===== config.mk =====
export PLATFORM = sky130hd
export DESIGN_NAME = vend_dispenser
export DESIGN_NICKNAME = d
export VERILOG_FILES = /design/src/rtl/vend_pkg.sv /design/src/rtl/pulse_timer.sv /design/src/rtl/vend_dispenser.sv
export SDC_FILE = /design/constraint.sdc
export NUM_CORES = 1
export LEC_CHECK = 0
export ABC_AREA = 1
export BUFFER_PORTS_ARGS = -buffer_cell sky130_fd_sc_hd__buf_2
export CAP_MARGIN = 20
export CORE_MARGIN = 8
export CORE_UTILIZATION = 45
export CTS_CLUSTER_SIZE = 16
export DETAILED_ROUTE_END_ITERATION = 7
export GPL_TIMING_DRIVEN = 0
export PLACE_DENSITY = 0.65
export SYNTH_ARGS = -nofsm -noshare
export SYNTH_HDL_FRONTEND = slang
export SYNTH_SLANG_ARGS = --single-unit

===== constraint.sdc =====
create_clock -name clk -period 5.9 [get_ports clk]
set_input_delay 0.59 -clock clk [delete_from_list [all_inputs] [get_ports clk]]
set_output_delay 0.59 -clock clk [all_outputs]
set_load 0.01 [all_outputs]

===== src/rtl/vend_pkg.sv =====
// Shared definitions for the vend dispenser slice.
//
// Contents:
//   - field widths for product code, quantity, price/amount and total
//   - valid product code range (1..5) and coin denominations (10, 5, 1)
//   - dispenser FSM state enum, pulse timer phase enum, coin selector enum
//   - pick_coin / coin_value helpers for greedy change
package vend_pkg;

    localparam int PROD_W       = 3;
    localparam int QTY_W        = 4;
    localparam int PRICE_W      = 8;
    localparam int AMOUNT_W     = 8;
    localparam int TOTAL_W      = 12;
    localparam int NUM_PRODUCTS = 5;

    localparam logic [PROD_W-1:0] PRODUCT_MIN = 3'd1;
    localparam logic [PROD_W-1:0] PRODUCT_MAX = 3'd5;

    localparam logic [AMOUNT_W-1:0] COIN_VAL_10 = 8'd10;
    localparam logic [AMOUNT_W-1:0] COIN_VAL_5  = 8'd5;
    localparam logic [AMOUNT_W-1:0] COIN_VAL_1  = 8'd1;

    typedef enum logic [2:0] {
        IDLE,
        CALC,
        DISPENSE,
        D_GAP,
        CHANGE,
        C_GAP,
        DONE
    } state_e;

    typedef enum logic [1:0] {
        T_IDLE,
        T_HIGH,
        T_LOW
    } timer_phase_e;

    typedef enum logic [1:0] {
        COIN_NONE,
        COIN_10,
        COIN_5,
        COIN_1
    } coin_e;

    // Largest coin that does not exceed the remaining change.
    function automatic coin_e pick_coin(input logic [AMOUNT_W-1:0] remaining);
        coin_e c;
        if (remaining >= COIN_VAL_10) begin
            c = COIN_10;
        end else if (remaining >= COIN_VAL_5) begin
            c = COIN_5;
        end else begin
            c = COIN_1;
        end
        return c;
    endfunction

    function automatic logic [AMOUNT_W-1:0] coin_value(input coin_e c);
        logic [AMOUNT_W-1:0] v;
        case (c)
            COIN_10: v = COIN_VAL_10;
            COIN_5:  v = COIN_VAL_5;
            COIN_1:  v = COIN_VAL_1;
            default: v = '0;
        endcase
        return v;
    endfunction

endpackage


===== src/rtl/pulse_timer.sv =====
// Pulse/gap sequencer shared by the motor and coin phases.
//
// A start strobe begins a high phase of high_len cycles followed by a low
// phase of low_len cycles (both >= 1). A start while a sequence is running
// restarts it.
//
// Ports:
//   clk, reset   system clock, synchronous active-high reset
//   start        begin a new pulse; the high phase starts the next cycle
//   high_len     high phase length in cycles
//   low_len      low (gap) phase length in cycles
//   pulse_done   high during the last cycle of the high phase
//   gap_done     high during the last cycle of the low phase
module pulse_timer
    import vend_pkg::*;
#(
    parameter int CW = 3
) (
    input  logic          clk,
    input  logic          reset,
    input  logic          start,
    input  logic [CW-1:0] high_len,
    input  logic [CW-1:0] low_len,
    output logic          pulse_done,
    output logic          gap_done
);

    timer_phase_e  phase_q, phase_d;
    logic [CW-1:0] cnt_q, cnt_d;

    // The counter holds "cycles left minus one" so it reaches zero on the
    // final cycle of each phase, which is when the owner must decide.
    always_comb begin
        phase_d = phase_q;
        cnt_d   = cnt_q;
        if (start) begin
            phase_d = T_HIGH;
            cnt_d   = high_len - CW'(1);
        end else begin
            case (phase_q)
                T_HIGH: begin
                    if (cnt_q == '0) begin
                        phase_d = T_LOW;
                        cnt_d   = low_len - CW'(1);
                    end else begin
                        cnt_d = cnt_q - CW'(1);
                    end
                end
                T_LOW: begin
                    if (cnt_q == '0) begin
                        phase_d = T_IDLE;
                    end else begin
                        cnt_d = cnt_q - CW'(1);
                    end
                end
                default: begin
                    phase_d = T_IDLE;
                end
            endcase
        end
    end

    always_ff @(posedge clk) begin
        if (reset) begin
            phase_q <= T_IDLE;
            cnt_q   <= '0;
        end else begin
            phase_q <= phase_d;
            cnt_q   <= cnt_d;
        end
    end

    assign pulse_done = (phase_q == T_HIGH) && (cnt_q == '0);
    assign gap_done   = (phase_q == T_LOW)  && (cnt_q == '0);

endmodule


===== src/rtl/vend_dispenser.sv =====
// Dispense-and-change responder behind the vending control FSM.
//
// Accepts one vend transaction, computes the total, pulses the selected
// product motor once per item, pays change as greedy 10/5/1 coin pulses and
// signals completion with a one-cycle done (plus error if refused).
//
// Ports:
//   clk, reset                 system clock, synchronous active-high reset
//   vend_valid / vend_ready    request handshake; ready only in IDLE
//   product, quantity          product code (1..5), item count (0 = refund)
//   unit_price, paid           whole-dollar price per item and amount paid
//   motor                      one-hot motor drive, bit product-1
//   coin_10, coin_5, coin_1    coin hopper pulses
//   busy                       high whenever not IDLE
//   done, error                one-cycle completion pulse / refusal flag
//   change_out                 change computed for the current transaction
module vend_dispenser
    import vend_pkg::*;
#(
    parameter int MOTOR_PULSE_CYCLES = 4,
    parameter int COIN_PULSE_CYCLES  = 2,
    parameter int GAP_CYCLES         = 2
) (
    input  logic                    clk,
    input  logic                    reset,
    input  logic                    vend_valid,
    output logic                    vend_ready,
    input  logic [PROD_W-1:0]       product,
    input  logic [QTY_W-1:0]        quantity,
    input  logic [PRICE_W-1:0]      unit_price,
    input  logic [AMOUNT_W-1:0]     paid,
    output logic [NUM_PRODUCTS-1:0] motor,
    output logic                    coin_10,
    output logic                    coin_5,
    output logic                    coin_1,
    output logic                    busy,
    output logic                    done,
    output logic                    error,
    output logic [AMOUNT_W-1:0]     change_out
);

    localparam int CNT_MAX =
        (MOTOR_PULSE_CYCLES > COIN_PULSE_CYCLES)
            ? ((MOTOR_PULSE_CYCLES > GAP_CYCLES) ? MOTOR_PULSE_CYCLES : GAP_CYCLES)
            : ((COIN_PULSE_CYCLES > GAP_CYCLES) ? COIN_PULSE_CYCLES : GAP_CYCLES);
    localparam int CW = $clog2(CNT_MAX + 1);

    localparam logic [CW-1:0] MOTOR_LEN = CW'(MOTOR_PULSE_CYCLES);
    localparam logic [CW-1:0] COIN_LEN  = CW'(COIN_PULSE_CYCLES);
    localparam logic [CW-1:0] GAP_LEN   = CW'(GAP_CYCLES);

    state_e                  state_q, state_d;
    logic [PROD_W-1:0]       product_q, product_d;
    logic [QTY_W-1:0]        quantity_q, quantity_d;
    logic [PRICE_W-1:0]      unit_price_q, unit_price_d;
    logic [AMOUNT_W-1:0]     paid_q, paid_d;
    logic [QTY_W-1:0]        items_q, items_d;
    logic [AMOUNT_W-1:0]     remain_q, remain_d;
    coin_e                   coin_q, coin_d;
    logic                    refused_q, refused_d;
    logic [AMOUNT_W-1:0]     change_out_q, change_out_d;
    logic [NUM_PRODUCTS-1:0] motor_q, motor_d;
    logic                    coin_10_q, coin_10_d;
    logic                    coin_5_q, coin_5_d;
    logic                    coin_1_q, coin_1_d;
    logic                    busy_q, busy_d;
    logic                    done_q, done_d;
    logic                    error_q, error_d;

    logic [TOTAL_W-1:0]      total_calc;
    logic                    refuse_calc;
    logic [QTY_W-1:0]        items_calc;
    logic [AMOUNT_W-1:0]     change_calc;

    logic                    timer_start;
    logic [CW-1:0]           timer_high_len;
    logic                    pulse_done;
    logic                    gap_done;

    // Transaction arithmetic on the registered request. The total is kept at
    // full 12-bit width so an overflowing order is refused, never wrapped.
    // When accepted, change = paid - total is guaranteed to fit in 8 bits.
    always_comb begin
        total_calc  = TOTAL_W'(unit_price_q) * TOTAL_W'(quantity_q);
        refuse_calc = (product_q < PRODUCT_MIN) || (product_q > PRODUCT_MAX) ||
                      (total_calc > TOTAL_W'(paid_q));
        items_calc  = '0;
        change_calc = paid_q;
        if (!refuse_calc && (quantity_q != '0)) begin
            items_calc  = quantity_q;
            change_calc = paid_q - total_calc[AMOUNT_W-1:0];
        end
    end

    // Next-state logic. Items and coins are consumed when their pulse starts,
    // so at the end of each gap items_q/remain_q say what is still owed.
    // All output flops are loaded from the next state so each output changes
    // on the same edge as the state that owns it.
    always_comb begin
        state_d      = state_q;
        product_d    = product_q;
        quantity_d   = quantity_q;
        unit_price_d = unit_price_q;
        paid_d       = paid_q;
        items_d      = items_q;
        remain_d     = remain_q;
        coin_d       = coin_q;
        refused_d    = refused_q;
        change_out_d = change_out_q;

        case (state_q)
            IDLE: begin
                if (vend_valid) begin
                    product_d    = product;
                    quantity_d   = quantity;
                    unit_price_d = unit_price;
                    paid_d       = paid;
                    state_d      = CALC;
                end
            end
            CALC: begin
                refused_d    = refuse_calc;
                change_out_d = change_calc;
                remain_d     = change_calc;
                items_d      = '0;
                if (items_calc != '0) begin
                    state_d = DISPENSE;
                    items_d = items_calc - QTY_W'(1);
                end else if (change_calc != '0) begin
                    state_d  = CHANGE;
                    coin_d   = pick_coin(change_calc);
                    remain_d = change_calc - coin_value(coin_d);
                end else begin
                    state_d = DONE;
                end
            end
            DISPENSE: begin
                if (pulse_done) begin
                    state_d = D_GAP;
                end
            end
            D_GAP: begin
                if (gap_done) begin
                    if (items_q != '0) begin
                        state_d = DISPENSE;
                        items_d = items_q - QTY_W'(1);
                    end else if (remain_q != '0) begin
                        state_d  = CHANGE;
                        coin_d   = pick_coin(remain_q);
                        remain_d = remain_q - coin_value(coin_d);
                    end else begin
                        state_d = DONE;
                    end
                end
            end
            CHANGE: begin
                if (pulse_done) begin
                    state_d = C_GAP;
                end
            end
            C_GAP: begin
                if (gap_done) begin
                    if (remain_q != '0) begin
                        state_d  = CHANGE;
                        coin_d   = pick_coin(remain_q);
                        remain_d = remain_q - coin_value(coin_d);
                    end else begin
                        state_d = DONE;
                    end
                end
            end
            DONE: begin
                state_d = IDLE;
            end
            default: begin
                state_d = IDLE;
            end
        endcase

        busy_d    = (state_d != IDLE);
        motor_d   = (state_d == DISPENSE)
                    ? (NUM_PRODUCTS'(1) << (product_d - PRODUCT_MIN))
                    : '0;
        coin_10_d = (state_d == CHANGE) && (coin_d == COIN_10);
        coin_5_d  = (state_d == CHANGE) && (coin_d == COIN_5);
        coin_1_d  = (state_d == CHANGE) && (coin_d == COIN_1);
        done_d    = (state_d == DONE);
        error_d   = (state_d == DONE) && refused_d;

        // A fresh pulse begins only when entering a pulse state; staying in
        // DISPENSE/CHANGE lets the running pulse finish.
        timer_start    = (state_d != state_q) &&
                         ((state_d == DISPENSE) || (state_d == CHANGE));
        timer_high_len = (state_d == CHANGE) ? COIN_LEN : MOTOR_LEN;
    end

    always_ff @(posedge clk) begin
        if (reset) begin
            state_q      <= IDLE;
            product_q    <= '0;
            quantity_q   <= '0;
            unit_price_q <= '0;
            paid_q       <= '0;
            items_q      <= '0;
            remain_q     <= '0;
            coin_q       <= COIN_NONE;
            refused_q    <= 1'b0;
            change_out_q <= '0;
            motor_q      <= '0;
            coin_10_q    <= 1'b0;
            coin_5_q     <= 1'b0;
            coin_1_q     <= 1'b0;
            busy_q       <= 1'b0;
            done_q       <= 1'b0;
            error_q      <= 1'b0;
        end else begin
            state_q      <= state_d;
            product_q    <= product_d;
            quantity_q   <= quantity_d;
            unit_price_q <= unit_price_d;
            paid_q       <= paid_d;
            items_q      <= items_d;
            remain_q     <= remain_d;
            coin_q       <= coin_d;
            refused_q    <= refused_d;
            change_out_q <= change_out_d;
            motor_q      <= motor_d;
            coin_10_q    <= coin_10_d;
            coin_5_q     <= coin_5_d;
            coin_1_q     <= coin_1_d;
            busy_q       <= busy_d;
            done_q       <= done_d;
            error_q      <= error_d;
        end
    end

    pulse_timer #(
        .CW(CW)
    ) u_timer (
        .clk        (clk),
        .reset      (reset),
        .start      (timer_start),
        .high_len   (timer_high_len),
        .low_len    (GAP_LEN),
        .pulse_done (pulse_done),
        .gap_done   (gap_done)
    );

    assign vend_ready = (state_q == IDLE);
    assign motor      = motor_q;
    assign coin_10    = coin_10_q;
    assign coin_5     = coin_5_q;
    assign coin_1     = coin_1_q;
    assign busy       = busy_q;
    assign done       = done_q;
    assign error      = error_q;
    assign change_out = change_out_q;

endmodule

# Yosys cells after proc, flatten, opt, wreduce, memory -nomap -nowiden
# Cells that the tools add are included.
op_classes:
  n_addsub: 9
  multipliers: 1
  magnitude_cmp: 7
  eq_ne: 34
  shifts: 1
  muxes: 70
  bitwise: 1
  reduce_logical: 31
op_table:
  columns: ["op", "count"]
  rows:
  - ["8-bit 2-to-1 mux", 18]
  - ["2-bit 2-to-1 mux", 22]
  - ["3-bit 2-to-1 mux", 13]
  - ["4-bit case mux with 3 select lines", 3]
  - ["8-bit subtractor", 4]
  - ["8-bit case mux with 3 select lines", 1]
  - ["2-bit == test, second input constant", 9]
  - ["3-bit case mux with 6 select lines", 1]
  - ["8-bit by 3-bit >= comparator with 1-bit output, second input constant", 2]
  - ["8-bit by 4-bit >= comparator with 1-bit output, second input constant", 2]
  - ["4-bit 2-to-1 mux", 4]
  - ["8-bit nonzero test", 2]
  - ["2-bit != test, second input constant", 7]
  - ["3-bit == test, second input constant", 4]
  - ["12-bit by 8-bit greater-than comparator with 1-bit output", 1]
  - ["8-bit by 4-bit multiplier with 12-bit output", 1]
  - ["4-bit nonzero test", 3]
  - ["2-bit by 1-bit == test with 1-bit output, second input constant", 5]
  - ["3-bit by 2-bit == test with 1-bit output, second input constant", 3]
  - ["3-bit nonzero test", 3]
  - ["3-bit by 1-bit subtractor with 3-bit output, second input constant", 3]
  - ["1-bit logical AND", 8]
  - ["4-bit case mux with 2 select lines", 1]
  - ["2-bit AND reduction", 4]
  - ["other kinds (21)", 30]
word_totals:
  regBits: 65
  inputBits: 26
  wordCells: 174

# Longest topological paths before layout
# Gate-level depths: netlist of run 1.
depth:
  word_depth: 21
  ltp_mapped: 43
  ltp_nobuf: 42

# Cells and area by module
# A second synthesis of run 1 with hierarchy kept.
hier_totals:
  cells_unflattened: 850
  hier_area_um2: 5571.6
modules_own_cells:
  columns: ["module", "n_inst", "cells_each", "area_per_inst_um2", "seq_area_each_um2"]
  rows:
  - ["vend_dispenser", 1, 786, 5180.0, 1201.2]
  - ["pulse_timer", 1, 64, 391.6, 100.1]

# Worst setup path before layout of run 1
# No wires, ideal clock.
synth_timing:
  kind: "reg-to-reg"
  startpoint: "reg quantity_q[3]"
  endpoint: "reg remain_q[6]"
  setup_time_ns: 0.132
  arrival_time_ns: 5.519
  required_time_ns: 5.768
  slack_ns: 0.249
  path_stages_with_launch: 38
  synth_period_minus_slack_ns: 5.651
  cell_sequence: "dfxtp_1 -> clkbuf_1 -> nand2_1 -> fa_1 -> fa_1 -> inv_1 -> ha_1 -> nand2_1 -> nand2_1 -> nand2_1 -> o21ai_0 -> xor2_1 -> ha_1 -> nand2_1 -> nor2_1 -> nand2_1 -> nand2_1 -> nand2_1 -> (+2 left out) -> nand3_4 -> buf_6 -> nand2_1 -> nand2_2 -> inv_1 -> o21ai_0 -> nand2_1 -> inv_1 -> ha_1 -> inv_1 -> fa_1 -> and3_1 -> a211oi_1 -> nand3b_1 -> nand2_1 -> nand2_1 -> o21ai_1 -> a21oi_1"
synth_via:
  elab_chain_len: 21
synth_rtl:
  columns: ["element", "line", "source"]
  rows:
  - ["from (decl)", "vend_dispenser.sv:54", "logic [QTY_W-1:0] quantity_q, quantity_d;"]
  - ["from (signal assigned)", "vend_dispenser.sv:219", "quantity_q <= quantity_d;"]
  - ["8-bit by 4-bit multiplier with 12-bit output", "vend_dispenser.sv:84", "total_calc = TOTAL_W'(unit_price_q) * TOTAL_W'(quantity_q);"]
  - ["12-bit by 8-bit greater-than comparator with 1-bit output", "vend_dispenser.sv:86", "(total_calc > TOTAL_W'(paid_q));"]
  - ["1-bit logical OR", "vend_dispenser.sv:85", "refuse_calc = (product_q < PRODUCT_MIN) || (product_q > PRODUCT_MAX) ||"]
  - ["1-bit zero test", "vend_dispenser.sv:89", "if (!refuse_calc && (quantity_q != '0)) begin"]
  - ["1-bit logical AND (*)", "vend_dispenser.sv:89", null]
  - ["8-bit 2-to-1 mux (*)", "vend_dispenser.sv:89", null]
  - ["named net change_calc[2]", "vend_dispenser.sv:73", "logic [AMOUNT_W-1:0] change_calc;"]
  - ["8-bit by 3-bit >= comparator with 1-bit output", "vend_pkg.sv:52", "end else if (remaining >= COIN_VAL_5) begin"]
  - ["(+6 left out)", null, null]
  - ["4-bit case mux with 3 select lines", "vend_pkg.sv:62", "case (c)"]
  - ["8-bit 2-to-1 mux", "vend_dispenser.sv:129", "end else if (change_calc != '0) begin"]
  - ["8-bit 2-to-1 mux", "vend_dispenser.sv:126", "if (items_calc != '0) begin"]
  - ["8-bit 2-to-1 mux", "vend_dispenser.sv:111", "case (state_q)"]
  - ["8-bit subtractor", "vend_dispenser.sv:132", "remain_d = change_calc - coin_value(coin_d);"]
  - ["8-bit 2-to-1 mux (*)", "vend_dispenser.sv:129", null]
  - ["8-bit 2-to-1 mux (*)", "vend_dispenser.sv:126", null]
  - ["8-bit case mux with 3 select lines (*)", "vend_dispenser.sv:111", null]
  - ["to (signal assigned)", "vend_dispenser.sv:223", "remain_q <= remain_d;"]
  - ["to (decl)", "vend_dispenser.sv:58", "logic [AMOUNT_W-1:0] remain_q, remain_d;"]
# The timed path passes the listed nets; every way through them passes the cells marked *. The select of a mux whose other input is x is not followed.
# A chain may end at the register's enable or synchronous reset.

# Worst setup path in the final report of run 1
# Same ends and word-level chain as after synthesis.

==> results of run 1 <==
## what timing repair did
action,CTS,global route
endpoints found under the setup margin,7,5
endpoints found under the hold margin,0,0
setup buffers,12,20
resized for setup,26,66
pin swaps,9,42
## worst min path at each step
stage,from,end,slack (ns),cells after the start
finish,reset,state_q[2]$_SDFF_PP0_,0.44,2
global route,reset,state_q[2]$_SDFF_PP0_,0.45,2
CTS,reset,state_q[2]$_SDFF_PP0_,0.43,2
detailed placement,change_out[0]$_SDFFE_PP0P_,change_out[0]$_SDFFE_PP0P_,0.48,2
global placement,paid_q[7]$_SDFFE_PP0P_,paid_q[7]$_SDFFE_PP0P_,0.48,2
floorplan,paid_q[7]$_SDFFE_PP0P_,paid_q[7]$_SDFFE_PP0P_,0.45,2
## cells by family after synthesis
logic type      count (synthesis)  share of synthesized area, %
buf+inv                       180                          13.1
xor+xnor                       17                          2.86
compound gates                134                          14.3
mux                             1                         0.192
fa+ha+maj                      59                          16.3
simple gates                  325                          28.2
flops                          65                          25.0
## placed cells by master, fill, tap and decap left out, types with 5 or more instances in the layout
cell type,instances
ha_4,7
clkbuf_1,13
a21oi_1,58
nor2_4,5
nor3_1,8
or2_2,5
xor2_1,10
buf_2,46
nand2_2,27
nand2_1,157
inv_2,15
o211ai_1,10
nand4_1,15
o21ai_0,37
inv_1,140
nand2_4,12
fa_1,12
dfxtp_1,58
clkbuf_16,9
xnor2_1,5
nor2_1,55
ha_1,36
dfxtp_4,5
buf_4,27
nand3_1,23
## sequential cells by signal, indices dropped and copies added, names as in the netlist, 2 cells and up
register / count
coin_q: 2
unit_price_q: 8
state_q: 3
product_q: 3
change_out: 8
items_q: 4
u_timer.phase_q: 2
motor: 5
quantity_q: 4
remain_q: 8
u_timer.cnt_q: 3
paid_q: 8
## area by class of cell
class / instances / share of cell area [%]
well taps: 143 / 2.76
multi-input cells: 536 / 53.9
plain buffers: 16 / 1.12
flip-flops and latches: 65 / 20.4
inverters: 161 / 9.46
clock inverters: 4 / 0.792
repair buffers: 77 / 7.61
clock buffers: 12 / 3.96
## worst reg2reg max path: cells and delay by family (launching register included)
kind	cells	cell delay [ns]
fa+ha+maj	6	2.10
simple gates	17	1.71
compound gates	4	0.65
buf+inv	8	0.57
flops	1	0.37
xor+xnor	1	0.19
## where the power goes
part           internal (uW)  switching (uW)
Combinational           1090            1570
Clock                    350             207
Sequential               555            92.9
Total                   1990            1870
## per-layer routing
layer | vias up | wire [um]
met4 | 0 | 294
met3 | 19 | 777
li1 | 2633 | -
met2 | 138 | 6670
met5 | - | 0
met1 | 2443 | 6770
## stage by stage
step	std cells	hold WS [ns]	total power, uW
final	1014	0.436	3860
after global routing	1014	0.454	4210
after CTS	994	0.428	3450
after detailed placement	969	0.484	2710
after global placement	969	0.475	2670
after floorplan	781	0.450	2240
==> results.md, run 1 <==
* Die Area at around 15,000 um2
* Die X at 124 um
* Launch point of the worst reg-to-reg path: quantity_q[3]$_SDFFE_PP0P_
* Finished Cell Area at about 6500 um2
* DR vias at 5,233
* Skew-Pair Late Insertion Delay at 0.34 ns
* Worst clock skew at 0.00688 ns
* Grt met2 use at 30.7%
* Min-delay worst type: input port to flip-flop
* Cell count along the critical path at 36
* Yosys reg bits at between 60 and 70
* PnR worst setup slack at 0.132 ns
* Asr flop ratio synth at 0%
* Cell taking the most area after synthesis: dfxtp_1
* Post-synth top area share at around a quarter
* Crit path capture type: flip-flop
* CP Capture Point: remain_q[6]$_SDFFE_PP0P_
* Most used cell, CP: nand2_1
* Crit path arrival time at roughly 6.0 ns
* Status: finished clean
* Area of the multi-input gates at 3490 um2
* R2R Setup Slk at 0.13 ns
* FP Rows at 39
* Post-route DRC at 0
* Setup WS pre-CTS at -0.599 ns
* Overflow left after global routing at 0
* Clock Path Buffers at 2
* Crit path largest cell delay at 0.54 ns
* Die height at between 100 and 150 um
* Layout cells sized above 1 at 22.8%
* CP max-delay cell: fa_1
* Maxcap violations at 0
* Total clock sinks at 65
* Max-slew violation count at 0
* Post-synth EDFFs at 0
* LEAKAGE at ~0.0035 uW
* Slew HR at 55.7%
* Most Crowded Layer GR: met2
* Synth Cell Area at 5220 um2
* DR iter-0 viols at around 370
* Cell family with most CP delay: adder cells
* Layout net count at 951
* Placer congestion estimate at roughly 0.89
* Met1 usage at 25.1%
* Critical path type: flip-flop to flip-flop
* Synth-to-layout area growth at 24.2%
* Ant diodes at 0
* Worst-path maximum fanout at 6
* CP required at about 6 ns
* Hold_buf cts at 0
* VDD IR-drop max at 353 uV
* Drt via density at 5.16
* Htree depth at 3
* Number of I/O port buffers at between 40 and 50
* Crit path buffers/inverters at 8
* CP Launch Type: flip-flop
* Total GRT Usage at about 19%
* Post-Route Setup TNS at 0 ns
* Synth area leaders: dfxtp_1, nand2_1, inv_1
* Pin count of the biggest net entering global routing at 12
* TritonCTS Buffers at 9
* First-pass DRT Iterations at 5
* Initial core utilization at a little under half
* Clk pin slew, worst setup/hold paths at 0.06 ns
* Global Route met3 Usage at 4.13%
* Post-route minimum period at 5.77 ns
* Register area at 1320 um2
* Register-to-Register Path Depth at 36
* Ys Warns at 0
* Area post-placement at 5620 um2
* Routed wire per std cell at roughly 14 um
* Fillcell total at 1,105
* Core Area at between 10,000 and 15,000 um2
* Most common cell in the netlist: nand2_1
* Fin util at 57.0%
* Final Hold Fails at 0
* Worst slew pin tran at 0.657 ns
* Synth unique cells at 49
* Initial antenna violation count at 0
* IO Count at 46
* Commonest cells in the netlist: nand2_1, inv_1, dfxtp_1
* Fin crit share at a little over nine tenths
* Unrepaired setup endpoints after global routing: true
* F_max at approximately 170 MHz
* Sequential area share after synthesis at around 25%
* DP HPWL at 10,800 um
* PwrDens at 596 nW/um2
* Syn Area/Cell at 6.68 um2
* CTS tree: done
* Global-route wire length before repair at 23,400 um
* Final wirelength at 14,500 um
* Vias in the first global route at 4,987
* Antenna-violating nets left at 0
* Setup violations, final at 0
* Mapped Cells at 781
* CP Launch Point: quantity_q[3]$_SDFFE_PP0P_
* Net Count, Synth at ~870
* Root Driver: clkbuf_16
* R2R Path End: remain_q[6]$_SDFFE_PP0P_
* Predominant post-synthesis flop cell: dfxtp_1
(Power assumes the default switching activity.)
==> run 2, diff against run 1 <==
PLACE_DENSITY = default   (was 0.65)
PLACE_DENSITY_LB_ADDON = 0.12   (was default)
==> run 2 against run 1 <==
Effect of this change:
- register-to-register slack improved by 0.07 ns
- critical path depth is 6 higher
- via count is 1.2% lower
- power rose by 1.5%
- setup slack better by 0.071 ns
- sequential cell count is the same
- die area unchanged
- combinational power about the same
- final area up 1.7%
==> results.md, run 2 (synthesis gave the netlist of run 1 again) <==
* Status: finished clean
* Critical path type: flip-flop to flip-flop
* Register-to-Register Path Depth at 42
* Placer congestion estimate at 0.893
* VDD IR-drop max at 419 uV
* Initial antenna violation count at 0
* Clock Path Buffers at 2
* Global-route wire length before repair at 23,300 um
* Pin count of the biggest net entering global routing at 13
* CP required at 6.10 ns
* Number of I/O port buffers at 45
* Max-slew violation count at 0
* Drt via density at roughly 5
* Area of the multi-input gates at about 3600 um2
* Htree depth at 3
* DR iter-0 viols at roughly 400
* Worst slew pin tran at ~0.81 ns
* Ant diodes at 0
* LEAKAGE at 0.00349 uW
* Post-route DRC at 0
* Skew-Pair Late Insertion Delay at 0.34 ns
* Clk pin slew, worst setup/hold paths at 0.06 ns
* DP HPWL at 11,000 um
* First-pass DRT Iterations at 5
* Overall Power at between 3000 and 4000 uW
* Worst-path maximum fanout at 7
* Min-delay worst type: input port to flip-flop
* Layout net count at 955
* FP Rows at 39
* TritonCTS Buffers at 9
* R2R Setup Slk at approximately 0.20 ns
* Fin util at 57.9%
* Core Area at 11,400 um2
* Total GRT Usage at 19.1%
* Post-route minimum period at 5.70 ns
* PwrDens at 595 nW/um2
* CP Launch Point: quantity_q[3]$_SDFFE_PP0P_
* Post-Route Setup TNS at 0 ns
* CP max-delay cell: fa_1
* Internal power consumption at 2060 uW
* Unrepaired setup endpoints after global routing: true
* Layout cells sized above 1 at between 20% and 30%
* Root Driver: clkbuf_16
* F_max at 176 MHz
* Most frequent cells in the layout: nand2_1, inv_1, dfxtp_1
* Synth-to-layout area growth at 26.3%
* Worst clock skew at 0.00852 ns
* Routed wire per std cell at 14.5 um
* Area post-placement at 5620 um2
* Die height at 124 um
* Total clock sinks at 65
* Final Hold Fails at 0
* NetSw at 1860 uW
* Overflow left after global routing at 0
* Slew HR at 45.6%
* Die X at roughly 120 um
* Register area at 1330 um2
* Die Area at 15,300 um2
* Initial core utilization at 45.9%
* Clock network power share at between 10% and 20%
* Finished Cell Area at about 6600 um2
* Fin crit share at 96.6%
* Placed Cells at 969
* Net Sw Frac at 47.4%
* Launch point of the worst reg-to-reg path: quantity_q[3]$_SDFFE_PP0P_
* Most common cell after layout, fill and taps aside: nand2_1
* Setup violations, final at 0
* IO Count at between 40 and 50
* CP Launch Type: flip-flop
* Most used cell, CP: nand2_1
* Antenna-violating nets left at 0
* Hold_buf cts at 0
* CP Capture Point: remain_q[7]$_SDFFE_PP0P_
* CTS tree: done
* Comb power frac at 67.5%
* DR vias at 5,170
* Fillcell total at 1,063
* Non-Filler Instances at ~1,000
* Maxcap violations at 0
* Crit path largest cell delay at 0.54 ns
* Sequential Power Share at 16.5%
* Vias in the first global route at 4,988
* R2R Path End: remain_q[7]$_SDFFE_PP0P_
* Crit path capture type: flip-flop
* Final wirelength at 14,800 um
* Crit path arrival time at 5.89 ns
## run 2: worst min path at each step
stage | startpoint | to | slack [ns] | depth (start not counted)
floorplan | paid_q[7]$_SDFFE_PP0P_ | paid_q[7]$_SDFFE_PP0P_ | 0.45 | 2
global placement | remain_q[0]$_SDFFE_PP0P_ | remain_q[0]$_SDFFE_PP0P_ | 0.48 | 2
detailed placement | remain_q[0]$_SDFFE_PP0P_ | remain_q[0]$_SDFFE_PP0P_ | 0.48 | 2
CTS | reset | state_q[2]$_SDFF_PP0_ | 0.46 | 2
global route | reset | state_q[2]$_SDFF_PP0_ | 0.48 | 2
finish | reset | state_q[2]$_SDFF_PP0_ | 0.47 | 2
## run 2: repair_timing
| item | CTS | global route |
|---|---|---|
| gates resized for setup | 23 | 66 |
| pin swaps | 10 | 48 |
| endpoints found under the setup margin | 7 | 6 |
| buffers inserted | 11 | 25 |
## run 2: area by class of cell
cell class	count	area share, %
well taps	143	2.72
repair buffers	81	7.60
plain buffers	16	1.10
clock buffers	10	3.48
clock inverters	6	1.75
inverters	161	9.25
flip-flops and latches	65	20.1
multi-input cells	536	54.0
## run 2: metal layers
layer | routed length, um | GRT usage, %
met2 | 6900 | 31.7
met1 | 6930 | 25.3
met4 | 195 | 4.97
met5 | 0 | 0
met3 | 759 | 3.22
## run 2: critical path: cells and delay by family, from the launching register on
family / cells / cell delay, ns
AOI/OAI and AO/OA: 6 / 0.74
xor gates and xnor gates: 1 / 0.23
adders and majority gates: 5 / 1.84
buffers and inverters: 8 / 0.56
DFF: 1 / 0.36
and+or+nand+nor: 22 / 1.84
## run 2: power by group through the flow
stage	registers, uW	clock network, uW	logic (uW)
detailed placement	638	0	2080
CTS	644	637	2220
global route	663	651	2920
finish	647	628	2650
global placement	635	0	2030
floorplan	630	0	1610
## run 2: metrics by stage
step	hold slack, ns	worst slack [ns]
global placement	0.478	-0.489
global route	0.483	-0.0789
detailed placement	0.481	-0.592
finish	0.472	0.203
floorplan	0.450	0.249
CTS	0.464	0.00909
